--- config.mk ---
export PLATFORM = sky130hd
export DESIGN_NAME = hazard_ctrl_flat
export DESIGN_NICKNAME = d
export VERILOG_FILES = /design/src/rtl/hazard_ctrl_pkg.sv /design/src/rtl/hazard_ctrl_if.sv /design/src/rtl/hazard_ctrl_sat_counter.sv /design/src/rtl/hazard_ctrl.sv /design/src/flat_wrapper.sv
export SDC_FILE = /design/constraint.sdc
export NUM_CORES = 1
export LEC_CHECK = 0
export ABC_AREA = 1
export CORE_MARGIN = 4
export CORE_UTILIZATION = 25
export CTS_CLUSTER_DIAMETER = 30
export CTS_CLUSTER_SIZE = 8
export DETAILED_ROUTE_END_ITERATION = 10
export GPL_ROUTABILITY_DRIVEN = 1
export PLACE_DENSITY_LB_ADDON = 0.25
export SLEW_MARGIN = 30
export SYNTH_ARGS = -nofsm -noshare
export SYNTH_HDL_FRONTEND = slang
export SYNTH_SLANG_ARGS = --single-unit
--- constraint.sdc ---
create_clock -name clk -period 2.28 [get_ports clk]
set_input_delay 0.228 -clock clk [delete_from_list [all_inputs] [get_ports clk]]
set_output_delay 0.228 -clock clk [all_outputs]
set_load 0.02 [all_outputs]
--- src/rtl/hazard_ctrl_pkg.sv ---
// Shared types and constants for the RV32 pipeline hazard controller.
// Holds the hazard FSM state, the per-cycle hazard cause and register-index constants.
package riscv_pipe_pkg;

    localparam int REG_IDX_W = 5;
    localparam logic [REG_IDX_W-1:0] X0_IDX = '0;

    typedef enum logic {
        HZ_RUN      = 1'b0,
        HZ_MEM_WAIT = 1'b1
    } hz_state_e;

    // Exactly one cause wins each cycle; HC_NONE means the pipeline advances freely.
    typedef enum logic [2:0] {
        HC_NONE     = 3'd0,
        HC_FREEZE   = 3'd1,
        HC_BRANCH   = 3'd2,
        HC_LOAD_USE = 3'd3,
        HC_IFETCH   = 3'd4
    } hz_cause_e;

endpackage

--- src/rtl/hazard_ctrl_if.sv ---
// Bundle between the pipeline datapath (master) and the hazard controller (slave).
// Valid/ready semantics do not apply: every signal is level-sampled once per clock.
interface hazard_ctrl_if #(
    parameter int CNT_W = 32
);
    import riscv_pipe_pkg::*;

    logic [REG_IDX_W-1:0] id_rs1_idx;
    logic [REG_IDX_W-1:0] id_rs2_idx;
    logic                 id_uses_rs1;
    logic                 id_uses_rs2;
    logic [REG_IDX_W-1:0] id_ex_rd_idx;
    logic                 id_ex_mem_read;
    logic                 ex_branch_taken;
    logic                 ex_mem_mem_req;
    logic                 dmem_ready;
    logic                 imem_ready;

    logic                 pc_stall;
    logic                 if_id_stall;
    logic                 if_id_flush;
    logic                 id_ex_stall;
    logic                 id_ex_flush;
    logic                 ex_mem_stall;
    logic                 mem_wb_flush;
    logic                 mem_timeout;
    logic [CNT_W-1:0]     stall_count;
    logic [CNT_W-1:0]     flush_count;
    hz_state_e            hz_state;

    modport master (
        output id_rs1_idx, id_rs2_idx, id_uses_rs1, id_uses_rs2,
        output id_ex_rd_idx, id_ex_mem_read, ex_branch_taken,
        output ex_mem_mem_req, dmem_ready, imem_ready,
        input  pc_stall, if_id_stall, if_id_flush, id_ex_stall, id_ex_flush,
        input  ex_mem_stall, mem_wb_flush, mem_timeout,
        input  stall_count, flush_count, hz_state
    );

    modport slave (
        input  id_rs1_idx, id_rs2_idx, id_uses_rs1, id_uses_rs2,
        input  id_ex_rd_idx, id_ex_mem_read, ex_branch_taken,
        input  ex_mem_mem_req, dmem_ready, imem_ready,
        output pc_stall, if_id_stall, if_id_flush, id_ex_stall, id_ex_flush,
        output ex_mem_stall, mem_wb_flush, mem_timeout,
        output stall_count, flush_count, hz_state
    );

endinterface

--- src/rtl/hazard_ctrl_sat_counter.sv ---
// Up-counter that sticks at all-ones instead of wrapping.
module sat_counter #(
    parameter int W = 32
) (
    input  logic         clk,
    input  logic         rst,
    input  logic         inc,
    output logic [W-1:0] count
);

    logic [W-1:0] count_q;
    logic [W-1:0] count_d;

    always_comb begin
        count_d = count_q;
        if (inc && (count_q != '1)) begin
            count_d = count_q + 1'b1;
        end
    end

    always_ff @(posedge clk) begin
        if (rst) begin
            count_q <= '0;
        end else begin
            count_q <= count_d;
        end
    end

    assign count = count_q;

endmodule

--- src/rtl/hazard_ctrl.sv ---
// Hazard controller: per-stage stall/flush strobes for freeze, branch, load-use and
// fetch-wait, plus a memory-wait timeout flag and saturating stall/flush counters.
module hazard_ctrl
    import riscv_pipe_pkg::*;
#(
    parameter int CNT_W   = 32,
    parameter int TIMEOUT = 255,
    parameter int TO_W    = 8
) (
    input  logic          clk,
    input  logic          rst,
    hazard_ctrl_if.slave  hz_if
);

    localparam logic [TO_W-1:0] TIMEOUT_C = TO_W'(TIMEOUT);
    localparam logic [TO_W-1:0] WAIT_MAX  = '1;

    logic      freeze;
    logic      load_use;
    logic      rs1_hit;
    logic      rs2_hit;
    hz_cause_e cause;

    hz_state_e       state_q,    state_d;
    logic [TO_W-1:0] wait_cnt_q, wait_cnt_d;
    logic            timeout_q,  timeout_d;

    assign freeze   = hz_if.ex_mem_mem_req & ~hz_if.dmem_ready;
    assign rs1_hit  = (hz_if.id_ex_rd_idx == hz_if.id_rs1_idx) & hz_if.id_uses_rs1;
    assign rs2_hit  = (hz_if.id_ex_rd_idx == hz_if.id_rs2_idx) & hz_if.id_uses_rs2;
    assign load_use = hz_if.id_ex_mem_read & (hz_if.id_ex_rd_idx != X0_IDX) & (rs1_hit | rs2_hit);

    // A frozen branch stays pending in EX, so freeze simply outranks it here.
    always_comb begin
        cause = HC_NONE;
        if (rst) begin
            cause = HC_NONE;
        end else if (freeze) begin
            cause = HC_FREEZE;
        end else if (hz_if.ex_branch_taken) begin
            cause = HC_BRANCH;
        end else if (load_use) begin
            cause = HC_LOAD_USE;
        end else if (!hz_if.imem_ready) begin
            cause = HC_IFETCH;
        end
    end

    always_ff @(posedge clk) begin
        if (rst) begin
            state_q    <= HZ_RUN;
            wait_cnt_q <= '0;
            timeout_q  <= 1'b0;
        end else begin
            state_q    <= state_d;
            wait_cnt_q <= wait_cnt_d;
            timeout_q  <= timeout_d;
        end
    end

    always_comb begin
        state_d    = state_q;
        wait_cnt_d = wait_cnt_q;
        case (state_q)
            HZ_RUN: begin
                if (freeze) begin
                    state_d    = HZ_MEM_WAIT;
                    wait_cnt_d = TO_W'(1);
                end
            end
            HZ_MEM_WAIT: begin
                if (!freeze) begin
                    state_d    = HZ_RUN;
                    wait_cnt_d = '0;
                end else if (wait_cnt_q != WAIT_MAX) begin
                    wait_cnt_d = wait_cnt_q + 1'b1;
                end
            end
            default: begin
                state_d    = HZ_RUN;
                wait_cnt_d = '0;
            end
        endcase
    end

    // wait_cnt_d is the number of consecutive freeze cycles once this edge completes.
    always_comb begin
        timeout_d = timeout_q | (freeze & (wait_cnt_d >= TIMEOUT_C));
    end

    always_comb begin
        hz_if.pc_stall     = 1'b0;
        hz_if.if_id_stall  = 1'b0;
        hz_if.if_id_flush  = 1'b0;
        hz_if.id_ex_stall  = 1'b0;
        hz_if.id_ex_flush  = 1'b0;
        hz_if.ex_mem_stall = 1'b0;
        hz_if.mem_wb_flush = 1'b0;
        case (cause)
            HC_FREEZE: begin
                hz_if.pc_stall     = 1'b1;
                hz_if.if_id_stall  = 1'b1;
                hz_if.id_ex_stall  = 1'b1;
                hz_if.ex_mem_stall = 1'b1;
                hz_if.mem_wb_flush = 1'b1;
            end
            HC_BRANCH: begin
                hz_if.if_id_flush  = 1'b1;
                hz_if.id_ex_flush  = 1'b1;
            end
            HC_LOAD_USE: begin
                hz_if.pc_stall     = 1'b1;
                hz_if.if_id_stall  = 1'b1;
                hz_if.id_ex_flush  = 1'b1;
            end
            HC_IFETCH: begin
                hz_if.pc_stall     = 1'b1;
                hz_if.if_id_flush  = 1'b1;
            end
            default: begin
            end
        endcase
    end

    assign hz_if.mem_timeout = timeout_q;
    assign hz_if.hz_state    = state_q;

    sat_counter #(.W(CNT_W)) u_stall_cnt (
        .clk   (clk),
        .rst   (rst),
        .inc   (hz_if.pc_stall),
        .count (hz_if.stall_count)
    );

    sat_counter #(.W(CNT_W)) u_flush_cnt (
        .clk   (clk),
        .rst   (rst),
        .inc   (cause == HC_BRANCH),
        .count (hz_if.flush_count)
    );

endmodule

--- src/flat_wrapper.sv ---
// flat-port wrapper written by rule: the top's interface ports become plain ports
module hazard_ctrl_flat import riscv_pipe_pkg::*;
#(
    parameter int CNT_W   = 32,
    parameter int TIMEOUT = 255,
    parameter int TO_W    = 8
)
  (clk, rst, hz_if_id_rs1_idx, hz_if_id_rs2_idx, hz_if_id_uses_rs1, hz_if_id_uses_rs2, hz_if_id_ex_rd_idx, hz_if_id_ex_mem_read, hz_if_ex_branch_taken, hz_if_ex_mem_mem_req, hz_if_dmem_ready, hz_if_imem_ready, hz_if_pc_stall, hz_if_if_id_stall, hz_if_if_id_flush, hz_if_id_ex_stall, hz_if_id_ex_flush, hz_if_ex_mem_stall, hz_if_mem_wb_flush, hz_if_mem_timeout, hz_if_stall_count, hz_if_flush_count, hz_if_hz_state);
  hazard_ctrl_if #(.CNT_W(CNT_W)) hz_if_i ();
  input  logic clk;
  input  logic rst;
  input wire logic [$bits(hz_if_i.id_rs1_idx)-1:0] hz_if_id_rs1_idx;
  input wire logic [$bits(hz_if_i.id_rs2_idx)-1:0] hz_if_id_rs2_idx;
  input wire logic [$bits(hz_if_i.id_uses_rs1)-1:0] hz_if_id_uses_rs1;
  input wire logic [$bits(hz_if_i.id_uses_rs2)-1:0] hz_if_id_uses_rs2;
  input wire logic [$bits(hz_if_i.id_ex_rd_idx)-1:0] hz_if_id_ex_rd_idx;
  input wire logic [$bits(hz_if_i.id_ex_mem_read)-1:0] hz_if_id_ex_mem_read;
  input wire logic [$bits(hz_if_i.ex_branch_taken)-1:0] hz_if_ex_branch_taken;
  input wire logic [$bits(hz_if_i.ex_mem_mem_req)-1:0] hz_if_ex_mem_mem_req;
  input wire logic [$bits(hz_if_i.dmem_ready)-1:0] hz_if_dmem_ready;
  input wire logic [$bits(hz_if_i.imem_ready)-1:0] hz_if_imem_ready;
  output wire logic [$bits(hz_if_i.pc_stall)-1:0] hz_if_pc_stall;
  output wire logic [$bits(hz_if_i.if_id_stall)-1:0] hz_if_if_id_stall;
  output wire logic [$bits(hz_if_i.if_id_flush)-1:0] hz_if_if_id_flush;
  output wire logic [$bits(hz_if_i.id_ex_stall)-1:0] hz_if_id_ex_stall;
  output wire logic [$bits(hz_if_i.id_ex_flush)-1:0] hz_if_id_ex_flush;
  output wire logic [$bits(hz_if_i.ex_mem_stall)-1:0] hz_if_ex_mem_stall;
  output wire logic [$bits(hz_if_i.mem_wb_flush)-1:0] hz_if_mem_wb_flush;
  output wire logic [$bits(hz_if_i.mem_timeout)-1:0] hz_if_mem_timeout;
  output wire logic [$bits(hz_if_i.stall_count)-1:0] hz_if_stall_count;
  output wire logic [$bits(hz_if_i.flush_count)-1:0] hz_if_flush_count;
  output wire logic [$bits(hz_if_i.hz_state)-1:0] hz_if_hz_state;
  assign hz_if_i.id_rs1_idx = hz_if_id_rs1_idx;
  assign hz_if_i.id_rs2_idx = hz_if_id_rs2_idx;
  assign hz_if_i.id_uses_rs1 = hz_if_id_uses_rs1;
  assign hz_if_i.id_uses_rs2 = hz_if_id_uses_rs2;
  assign hz_if_i.id_ex_rd_idx = hz_if_id_ex_rd_idx;
  assign hz_if_i.id_ex_mem_read = hz_if_id_ex_mem_read;
  assign hz_if_i.ex_branch_taken = hz_if_ex_branch_taken;
  assign hz_if_i.ex_mem_mem_req = hz_if_ex_mem_mem_req;
  assign hz_if_i.dmem_ready = hz_if_dmem_ready;
  assign hz_if_i.imem_ready = hz_if_imem_ready;
  assign hz_if_pc_stall = hz_if_i.pc_stall;
  assign hz_if_if_id_stall = hz_if_i.if_id_stall;
  assign hz_if_if_id_flush = hz_if_i.if_id_flush;
  assign hz_if_id_ex_stall = hz_if_i.id_ex_stall;
  assign hz_if_id_ex_flush = hz_if_i.id_ex_flush;
  assign hz_if_ex_mem_stall = hz_if_i.ex_mem_stall;
  assign hz_if_mem_wb_flush = hz_if_i.mem_wb_flush;
  assign hz_if_mem_timeout = hz_if_i.mem_timeout;
  assign hz_if_stall_count = hz_if_i.stall_count;
  assign hz_if_flush_count = hz_if_i.flush_count;
  assign hz_if_hz_state = hz_if_i.hz_state;
  hazard_ctrl #(.CNT_W(CNT_W), .TIMEOUT(TIMEOUT), .TO_W(TO_W)) u_core (.clk(clk), .rst(rst), .hz_if(hz_if_i));
endmodule
==> impl_metrics.yaml, run 1 <==
placement:
  dp_slack_ps: -53.1
  post-dp-hpwl_microns: 11100
  portBuffers: 96
  dp_cells: 1151
  gp_congestion: 0.863
final_layout:
  layout.cells.non_filler: 1167
  drive_gt1_share_pct: 8.38
  final_nets: 929
  area_growth_pct: 32.3
  antenna_cells: 0
  n_fill_cell: 2060
critical_path:
  r2r-start: "u_core.u_flush_cnt.count[0]"
  critical_path_class: "in -> out"
  worst-r2r-cell-count: 12
  cpLargestDelayFamily: "buffers and inverters"
  setup.worst_path.start_class: "input port"
  critPathCaptureType: "output pin"
  worstPathArrival_ps: 1810
  cpMostUsedCell: "nand2_1"
  worstReg2RegEnd: "u_core.u_flush_cnt.count[6]"
  slowest_stage: "clkdlybuf4s50_1"
  required_ps: 2050
  worstPathCellList: "clkdlybuf4s50_1 -> inv_2 -> nand2_1 -> nand2_1 -> nor2_1 -> nand3_1 -> nand2_1 -> nand3_1 -> nand2_1 -> inv_1 -> nand2_2 -> dlygate4sd2_1"
  crit_fanout: 3
  r2r_slack_ps: 260
  slowest_delay_ps: 510
  crit_buf_inv: 4
pwr:
  vdd_ir_drop_max_v: 0.000318
  seqPwrFrac_pct: 45.5
  netSwitchingPower_w: 0.000707
  swShare_pct: 24.5
  leakagePower_nw: 2.51
  power_frac_clock_pct: 45.6
  p_comb_share_pct: 8.9
  cellPowerDensity_nw_per_um2: 445
  internal_power_w: 0.00217
clock_tree:
  cts_tree: "built"
  cts-buffers-inserted: 9
  ctsRootBufferMaster: "clkbuf_16"
  postCtsHoldBufs: 0
  path_clk_slew_ps: 60
  h-tree-depth: 3
  clkLatencyLatePin_ps: 340
  clock_sinks: 74
  ctsLongestPathBuffers: 2
logic_synthesis:
  ys.flop_type: "dfxtp_1"
  synth_seq_cells: 74
  synth-async-reset-ratio_pct: 0
  syn_area_sq_um: 4890
  yosysWarnings: 0
  synth_cells: 797
  synth_edf_count: 0
  synthDistinctLibCells: 38
  synth_area_per_cell_sq_um: 6.14
  synth-seq-area-share_pct: 30.3
  syn-num-nets: 824
timing:
  relSlewSlack_pct: 65.1
  worstMarginPinSlew_ps: 519
  drv_slew: 0
  finalClockSkew_ps: 4.25
  hold_viol: 0
  period_needed_ps: 2040
  timing.fmax_mhz: 490
  rsz0062_at_grt: "no"
  setup_tns_ps: 0
  post-route-period-util_pct: 89.4
  finalSetupViolCount: 0
  fin_ws_ps: 241
route:
  viasPerCell: 4.40
  via_count: 5140
  initialDrtViolationCount: 268
  wl_per_cell_microns: 12.4
  final_antenna_net_count: 0
  drc: 0
  dr.pass1.iters: 5
  totalWireLength_microns: 14500
die:
  pin_count: 97
  die_w_microns: 148
  core_sq_um: 19000
  num_rows: 50
  die_area_sq_um: 21900
  dieHeight_microns: 148
  initial_core_util_pct: 25.8
flow_run:
  drv_cap: 0
worst_hold_path:
  hold_depth: 2
  hp-start: "u_core.hz_if.mem_timeout"
  min_to: "u_core.hz_if.mem_timeout"
  hp-class: "reg -> reg"
grt:
  grt_first_pass_wirelength_microns: 24300
  antenna_found_initial: 0
  gr-total-overflow: 0
  track_usage_pct: 13.6
  grt_start_max_net_pins: 37
  first_global_vias: 4818
outcome:
  outcome: "finished, final reports clean"
[logic make-up (layout without fill, tap and decap cells)]
kind of cell	count (synthesis)	in the layout	synth area share [%]
AOI/OAI and AO/OA	70	70	7.16
and+or+nand+nor	513	513	47.4
DFF	74	74	30.3
adders and majority gates	3	3	0.768
xor gates and xnor gates	21	21	3.76
buffers and inverters	116	226	10.6
[routing by layer]
metal	wire length (microns)	GRT usage, %
met1	6600	17.6
met2	7020	22.9
met3	742	3.22
met4	145	3.19
met5	0	0
[registers in the layout, summed over array words and instances, names as in the netlist]
signal,count
u_core.hz_if.hz_state,1
u_core.u_flush_cnt.count,32
u_core.wait_cnt_q,8
u_core.u_stall_cnt.count,32
u_core.hz_if.mem_timeout,1
[power groups by stage]
stage / combinational, W / sequential (W) / clock (W)
CTS: 0.000261 / 0.00131 / 0.00137
detailed placement: 0.000261 / 0.00134 / 0
global placement: 0.000261 / 0.00134 / 0
global route: 0.000288 / 0.00131 / 0.00143
floorplan: 0.000140 / 0.00134 / 0
finish: 0.000257 / 0.00131 / 0.00131
[through the flow]
stage          hold WS [ps]  utilization [%]  total power [W]  instance area [sq um]
6_report                447             34.1          0.00288                   6470
5_1_grt                 482             34.1          0.00303                   6470
4_1_cts                 450             34.1          0.00295                   6460
3_5_place_dp            441             32.7          0.00160                   6190
3_3_place_gp            440             32.7          0.00160                   6190
2_1_floorplan           432                -          0.00148                   4890
[layout by cell type (no fill, tap or decap), types with 4 or more instances in the layout]
| master | instances |
|---|---|
| a21oi_1 | 56 |
| dfxtp_1 | 74 |
| clkbuf_16 | 9 |
| nand3_1 | 49 |
| buf_4 | 19 |
| nand3b_1 | 6 |
| nor2_4 | 4 |
| o21ai_0 | 14 |
| inv_2 | 5 |
| nor3_1 | 18 |
| clkdlybuf4s50_1 | 92 |
| nand4_1 | 19 |
| nand2_1 | 242 |
| nor2_2 | 10 |
| nand2_2 | 8 |
| xor2_1 | 18 |
| nor4_1 | 8 |
| inv_1 | 86 |
| nor2_1 | 132 |
[area by class of cell]
cell class / count / area (sq um) / share of cell area, %
Clock buffer: 13 / 250 / 3.87
Clock inverter: 3 / 15.0 / 0.232
Inverter: 93 / 354 / 5.47
Multi-Input combinational cell: 607 / 2890 / 44.7
Sequential cell: 74 / 1480 / 22.9
Tap cell: 260 / 325 / 5.03
Timing Repair Buffer: 117 / 1150 / 17.8
[timing repair]
action / in CTS / in global routing
endpoints found under the setup margin: 1 / 4
gates resized for setup: 1 / 4
pin swaps: 0 / 0
buffers inserted: 0 / 0
[cells in the mapped netlist (2+ instances only)]
cell type / instances / area (sq um)
a21oi_1: 56 / 280
buf_2: 9 / 45.0
buf_4: 3 / 22.5
buf_6: 4 / 45.0
clkbuf_1: 5 / 18.8
dfxtp_1: 74 / 1480
ha_1: 3 / 37.5
inv_1: 86 / 323
inv_2: 5 / 18.8
nand2_1: 243 / 912
nand2_2: 7 / 43.8
nand3_1: 49 / 245
nand3b_1: 6 / 45.0
nand4_1: 19 / 119
nand4_4: 2 / 42.5
nor2_1: 132 / 495
nor2_2: 10 / 62.6
nor2_4: 4 / 45.0
nor3_1: 18 / 90.1
nor3_2: 3 / 30.0
nor3b_1: 3 / 22.5
nor4_1: 8 / 50.1
o21ai_0: 14 / 70.1
xnor2_1: 3 / 26.3
xor2_1: 18 / 158
[worst max path at each step]
stage / startpoint / to / slack (ps) / cells after the start
floorplan: u_core.u_stall_cnt.count[0] / u_core.u_stall_cnt.count[22] / 370 / 10
global placement: hz_if_id_ex_rd_idx[1] / hz_if_pc_stall / -60 / 12
detailed placement: hz_if_id_ex_rd_idx[1] / hz_if_pc_stall / -50 / 12
CTS: hz_if_id_ex_rd_idx[1] / hz_if_if_id_stall / 10 / 11
global route: hz_if_id_ex_rd_idx[0] / hz_if_pc_stall / 10 / 12
finish: hz_if_id_ex_rd_idx[1] / hz_if_pc_stall / 240 / 12
[tightest hold or removal path: stages, from the launching register on]
cell     delay (ps)
dfxtp_1         310
inv_1            50
a21oi_1          50
No activity file was read; power rests on OpenSTA's default activity.
==> run 2, diff against run 1 <==
clock period = 2 ns   (was 2.28 ns; I/O delays follow)
==> run 2 against run 1 <==
Against the previous run:
- hold slack got worse by 1.5 ps
- register-to-register slack got worse by 150 ps
- clock power grew 22%
- clock-buffer cell count did not move
- sequential share of layout area fell by 1.3 points
- sequential power rose by 14%
- global-route usage increased by 0.29 points
- largest power group is now clock
- non-clock buffer count up 44
- critical path depth fell by 1
- first-iteration DRC count shrank 13%
- highest routed layer unchanged
- power is 19% higher
==> impl_metrics.yaml, run 2 (same netlist as run 1, synthesis figures left out) <==
clock_tree:
  postCtsHoldBufs: 0
  clock_sinks: 74
  cts_tree: "built"
  cts-buffers-inserted: 9
  h-tree-depth: 3
  path_clk_slew_ps: 60
  ctsLongestPathBuffers: 2
  ctsRootBufferMaster: "clkbuf_16"
  clkLatencyLatePin_ps: 340
critical_path:
  setup.worst_path.start_class: "register"
  crit_fanout: 9
  crit_buf_inv: 2
  r2r_slack_ps: 110
  slowest_delay_ps: 330
  worst-r2r-cell-count: 11
  required_ps: 2230
  worstPathCellList: "ha_2 -> nand2_2 -> nor2_4 -> nand4_4 -> nor2_4 -> nand4_4 -> buf_6 -> inv_6 -> nor2_1 -> a21oi_1 -> nor2_1"
  cp-startpoint: "u_core.u_stall_cnt.count[1]"
  worstPathArrival_ps: 2120
  cpLargestDelayFamily: "simple AND/OR/NAND/NOR gates"
  worstReg2RegEnd: "u_core.u_stall_cnt.count[2]"
  slowest_stage: "dfxtp_2"
  critPathCaptureType: "register"
  critical_path_class: "reg -> reg"
  r2r-start: "u_core.u_stall_cnt.count[1]"
die:
  pin_count: 97
  core_sq_um: 19000
  initial_core_util_pct: 25.8
  die_area_sq_um: 21900
  num_rows: 50
  dieHeight_microns: 148
  die_w_microns: 148
worst_hold_path:
  hp-class: "reg -> reg"
  hold_depth: 2
  min_to: "u_core.hz_if.mem_timeout"
  hp-start: "u_core.hz_if.mem_timeout"
route:
  dr.pass1.iters: 5
  drc: 0
  via_count: 5260
  viasPerCell: 4.34
  totalWireLength_microns: 15000
  initialDrtViolationCount: 233
  wl_per_cell_microns: 12.4
  final_antenna_net_count: 0
timing:
  hold_viol: 0
  relSlewSlack_pct: 70.4
  finalClockSkew_ps: 7.31
  drv_slew: 0
  timing.fmax_mhz: 529
  fin_ws_ps: 111
  post-route-period-util_pct: 94.5
  hold_slack_ps: 446
  period_needed_ps: 1890
  finalSetupViolCount: 0
  worstMarginPinSlew_ps: 440
pwr:
  vdd_ir_drop_max_v: 0.000382
  cellPowerDensity_nw_per_um2: 496
  leakagePower_nw: 2.78
  power_w: 0.00342
placement:
  gp_congestion: 0.862
  post-dp-hpwl_microns: 11500
  dp_slack_ps: -293
  portBuffers: 96
  dp_cells: 1189
grt:
  grt_first_pass_wirelength_microns: 24800
  track_usage_pct: 13.8
  gr-total-overflow: 0
  first_global_vias: 5045
  grt_start_max_net_pins: 37
  antenna_found_initial: 0
final_layout:
  area_growth_pct: 41.0
  final_util_pct: 36.4
  drive_gt1_share_pct: 14.6
  final_nets: 974
  antenna_cells: 0
  n_fill_cell: 2047
  layout.cells.non_filler: 1212
  final_common_cell: "nand2_1"
  final_cell_mix: "nand2_1, nor2_1, clkdlybuf4s50_1"
flow_run:
  drv_cap: 0
outcome:
  outcome: "finished, final reports clean"
## run 2: stage by stage
step / area (sq um) / TNS [ps]
finish: 6900 / 0
detailed placement: 6490 / -4780
CTS: 6770 / 0
global route: 6900 / -54.8
floorplan: 4890 / 0
global placement: 6490 / -4150
## run 2: metal layers
layer | global-route usage [%] | wire (microns) | vias up
met5 | 0 | 0 | -
met2 | 23.9 | 7280 | 87
met1 | 17.8 | 7020 | 2345
li1 | - | - | 2816
met3 | 2.88 | 588 | 12
met4 | 3.09 | 157 | 0
## run 2: worst max-delay path by stage
stage	end	depth (start not counted)	slack, ps
global placement	hz_if_pc_stall	12	-280
CTS	hz_if_pc_stall	12	2
finish	u_core.u_stall_cnt.count[2]	11	110
global route	u_core.u_stall_cnt.count[12]	13	-10
detailed placement	hz_if_pc_stall	12	-290
floorplan	u_core.u_stall_cnt.count[22]	10	90
## run 2: area by class of cell
| cell class | instances | area (sq um) | area share [%] |
|---|---|---|---|
| timing repair inverter | 1 | 8.76 | 0.127 |
| tap | 260 | 325 | 4.72 |
| sequential | 74 | 1490 | 21.6 |
| clock buffer | 13 | 240 | 3.48 |
| multi-input combinational | 607 | 2930 | 42.5 |
| clock inverter | 3 | 40.0 | 0.581 |
| timing repair buffer | 161 | 1500 | 21.8 |
| inverter | 93 | 362 | 5.24 |
## run 2: report_power, final
group | switching (W) | total [W] | internal [W]
Combinational | 0.000181 | 0.000329 | 0.000148
Clock | 0.000636 | 0.00160 | 0.000965
Sequential | 0.00000592 | 0.00149 | 0.00148
Total | 0.000823 | 0.00342 | 0.00260
## run 2: worst register-to-register path: cells and delay by family (launching register included)
| family | cells | cell delay [ps] |
|---|---|---|
| buffers and inverters | 2 | 270 |
| AO/OA/AOI/OAI | 1 | 130 |
| AND/OR/NAND/NOR | 7 | 880 |
| flip-flops | 1 | 330 |
| adder cells (fa/ha/maj) | 1 | 190 |
## run 2: repair_timing
action                                  CTS  global route
endpoints found under the setup margin    7            37
buffers inserted                          0             5
pin swaps                                 0             5
gates resized for setup                   8            36
gates cloned                              0             2
==> run 3, diff against run 2 <==
==> constraint.sdc (replaced) <==
create_clock -name clk -period 2 [get_ports clk]
set_input_delay 0.4 -clock clk [delete_from_list [all_inputs] [get_ports clk]]
set_output_delay 0.4 -clock clk [all_outputs]
set_load 0.02 [all_outputs]
==> run 3 against run 2 <==
Against the previous run:
- design area up 0.34%
- critical path depth down 2
- clock-buffer cell count down 1
- die area unchanged
- sequential power about the same
- hold slack better by 2.6 ps
- sequential share of layout area down 0.056 points
- utilization up 0.13 points
- global-route usage down 0.13 points
- critical endpoint is now hz_if_pc_stall
- largest power group unchanged
==> impl_metrics.yaml, run 3 (same netlist as run 1, synthesis figures left out) <==
placement:
  post-dp-hpwl_microns: 11300
  dp_slack_ps: -693
  gp_congestion: 0.850
  portBuffers: 96
  dp_cells: 1189
final_layout:
  area_growth_pct: 41.5
  final_common_cell: "nand2_1"
  antenna_cells: 0
  final_util_pct: 36.5
  drive_gt1_share_pct: 16.9
  layout.cells.non_filler: 1212
  final_cell_mix: "nand2_1, nor2_1, inv_1"
  final_nets: 974
  n_fill_cell: 2077
pwr:
  cellPowerDensity_nw_per_um2: 495
  vdd_ir_drop_max_v: 0.000375
  leakagePower_nw: 2.78
die:
  die_w_microns: 148
  core_sq_um: 19000
  pin_count: 97
  initial_core_util_pct: 25.8
  dieHeight_microns: 148
  num_rows: 50
  die_area_sq_um: 21900
grt:
  antenna_found_initial: 0
  gr-total-overflow: 0
  track_usage_pct: 13.7
  grt_start_max_net_pins: 37
  grt_first_pass_wirelength_microns: 24600
  first_global_vias: 5023
clock_tree:
  path_clk_slew_ps: 60
  ctsRootBufferMaster: "clkbuf_16"
  ctsLongestPathBuffers: 2
  cts_tree: "built"
  h-tree-depth: 3
  clock_sinks: 74
  postCtsHoldBufs: 0
  clkLatencyLatePin_ps: 340
  cts-buffers-inserted: 9
route:
  via_count: 5286
  wl_per_cell_microns: 12.2
  totalWireLength_microns: 14800
  viasPerCell: 4.36
  dr.pass1.iters: 5
  initialDrtViolationCount: 260
  drc: 0
  final_antenna_net_count: 0
worst_hold_path:
  hold_depth: 2
  hp-class: "reg -> reg"
timing:
  period_needed_ps: 1890
  timing.fmax_mhz: 528
  fin_ws_ps: 107
  drv_slew: 0
  hold_viol: 0
  worstMarginPinSlew_ps: 439
  finalClockSkew_ps: 6.86
  finalSetupViolCount: 0
  post-route-period-util_pct: 94.6
  relSlewSlack_pct: 70.5
critical_path:
  setup.worst_path.start_class: "input port"
  critPathCaptureType: "output pin"
  critical_path_class: "in -> out"
  worst-r2r-cell-count: 10
  required_ps: 1600
  crit_fanout: 4
  worstPathArrival_ps: 1490
outcome:
  outcome: "finished, final reports clean"
flow_run:
  drv_cap: 0
run 3: cell count changes in the layout (fill, tap and decap cells not counted), moves of 3 or more:
cell	previous run	this run
nor2_4	4	7
inv_1	85	81
dlygate4sd2_1	3	13
clkbuf_8	0	3
inv_2	6	10
clkdlybuf4s15_2	0	3
clkdlybuf4s50_1	87	69
clkbuf_1	4	0
buf_4	58	62
nor2_1	130	126
run 3: metal layers:
layer	wire length [microns]	vias to the layer above	global-route usage, %
met5	0	-	0
met4	165	0	3.28
met3	919	13	4.23
met2	6580	115	22.0
met1	7170	2330	18.1
li1	-	2828	-
run 3: critical path: stages:
cell and delay (ps):
dlygate4sd2_1 260, inv_2 70, nand4_1 110, o21ai_1 130
inv_1 80, nand2_2 80, nand3_2 100, nand2_4 130
buf_6 130
run 3: area by class of cell:
type	instances	area, sq um	share of cell area [%]
clock buffer	12	267	3.85
inverter	93	362	5.23
sequential	74	1490	21.5
clock inverter	4	25.0	0.362
timing repair inverter	1	8.76	0.127
multi-input combinational	607	2980	43.0
tap	260	325	4.70
timing repair buffer	161	1470	21.2
run 3: path summary, 6_finish.rpt:
check,slack (ps),start,endpoint
worst max-delay path,110,hz_if_id_ex_rd_idx[3],hz_if_pc_stall
worst min-delay path,450,u_core.hz_if.mem_timeout,u_core.hz_if.mem_timeout
worst max register to register,150,u_core.u_stall_cnt.count[6],u_core.u_stall_cnt.count[5]
worst min register to register,450,u_core.hz_if.mem_timeout,u_core.hz_if.mem_timeout
run 3: through the flow:
stage / cell area [sq um] / total power, W / hold WS (ps) / setup TNS [ps]
3_3_place_gp: 6460 / 0.00184 / 445 / -25340
2_1_floorplan: 4890 / 0.00169 / 479 / 0
3_5_place_dp: 6460 / 0.00184 / 443 / -25650
4_1_cts: 6750 / 0.00347 / 453 / -8.77
5_1_grt: 6920 / 0.00358 / 472 / -23.1
6_report: 6920 / 0.00343 / 448 / 0
run 3: what timing repair did:
action | in CTS | in global routing
gates resized for setup | 54 | 44
gates cloned | 0 | 1
buffers inserted | 0 | 6
setup endpoints to repair | 31 | 38
pin swaps | 8 | 7
run 3: report_power, final:
| part | switching (W) | total, W | internal [W] | leakage (nW) |
|---|---|---|---|---|
| Combinational | 0.000182 | 0.000316 | 0.000134 | 2.04 |
| Sequential | 0.00000862 | 0.00149 | 0.00148 | 0.599 |
| Clock | 0.000681 | 0.00162 | 0.000939 | 0.141 |
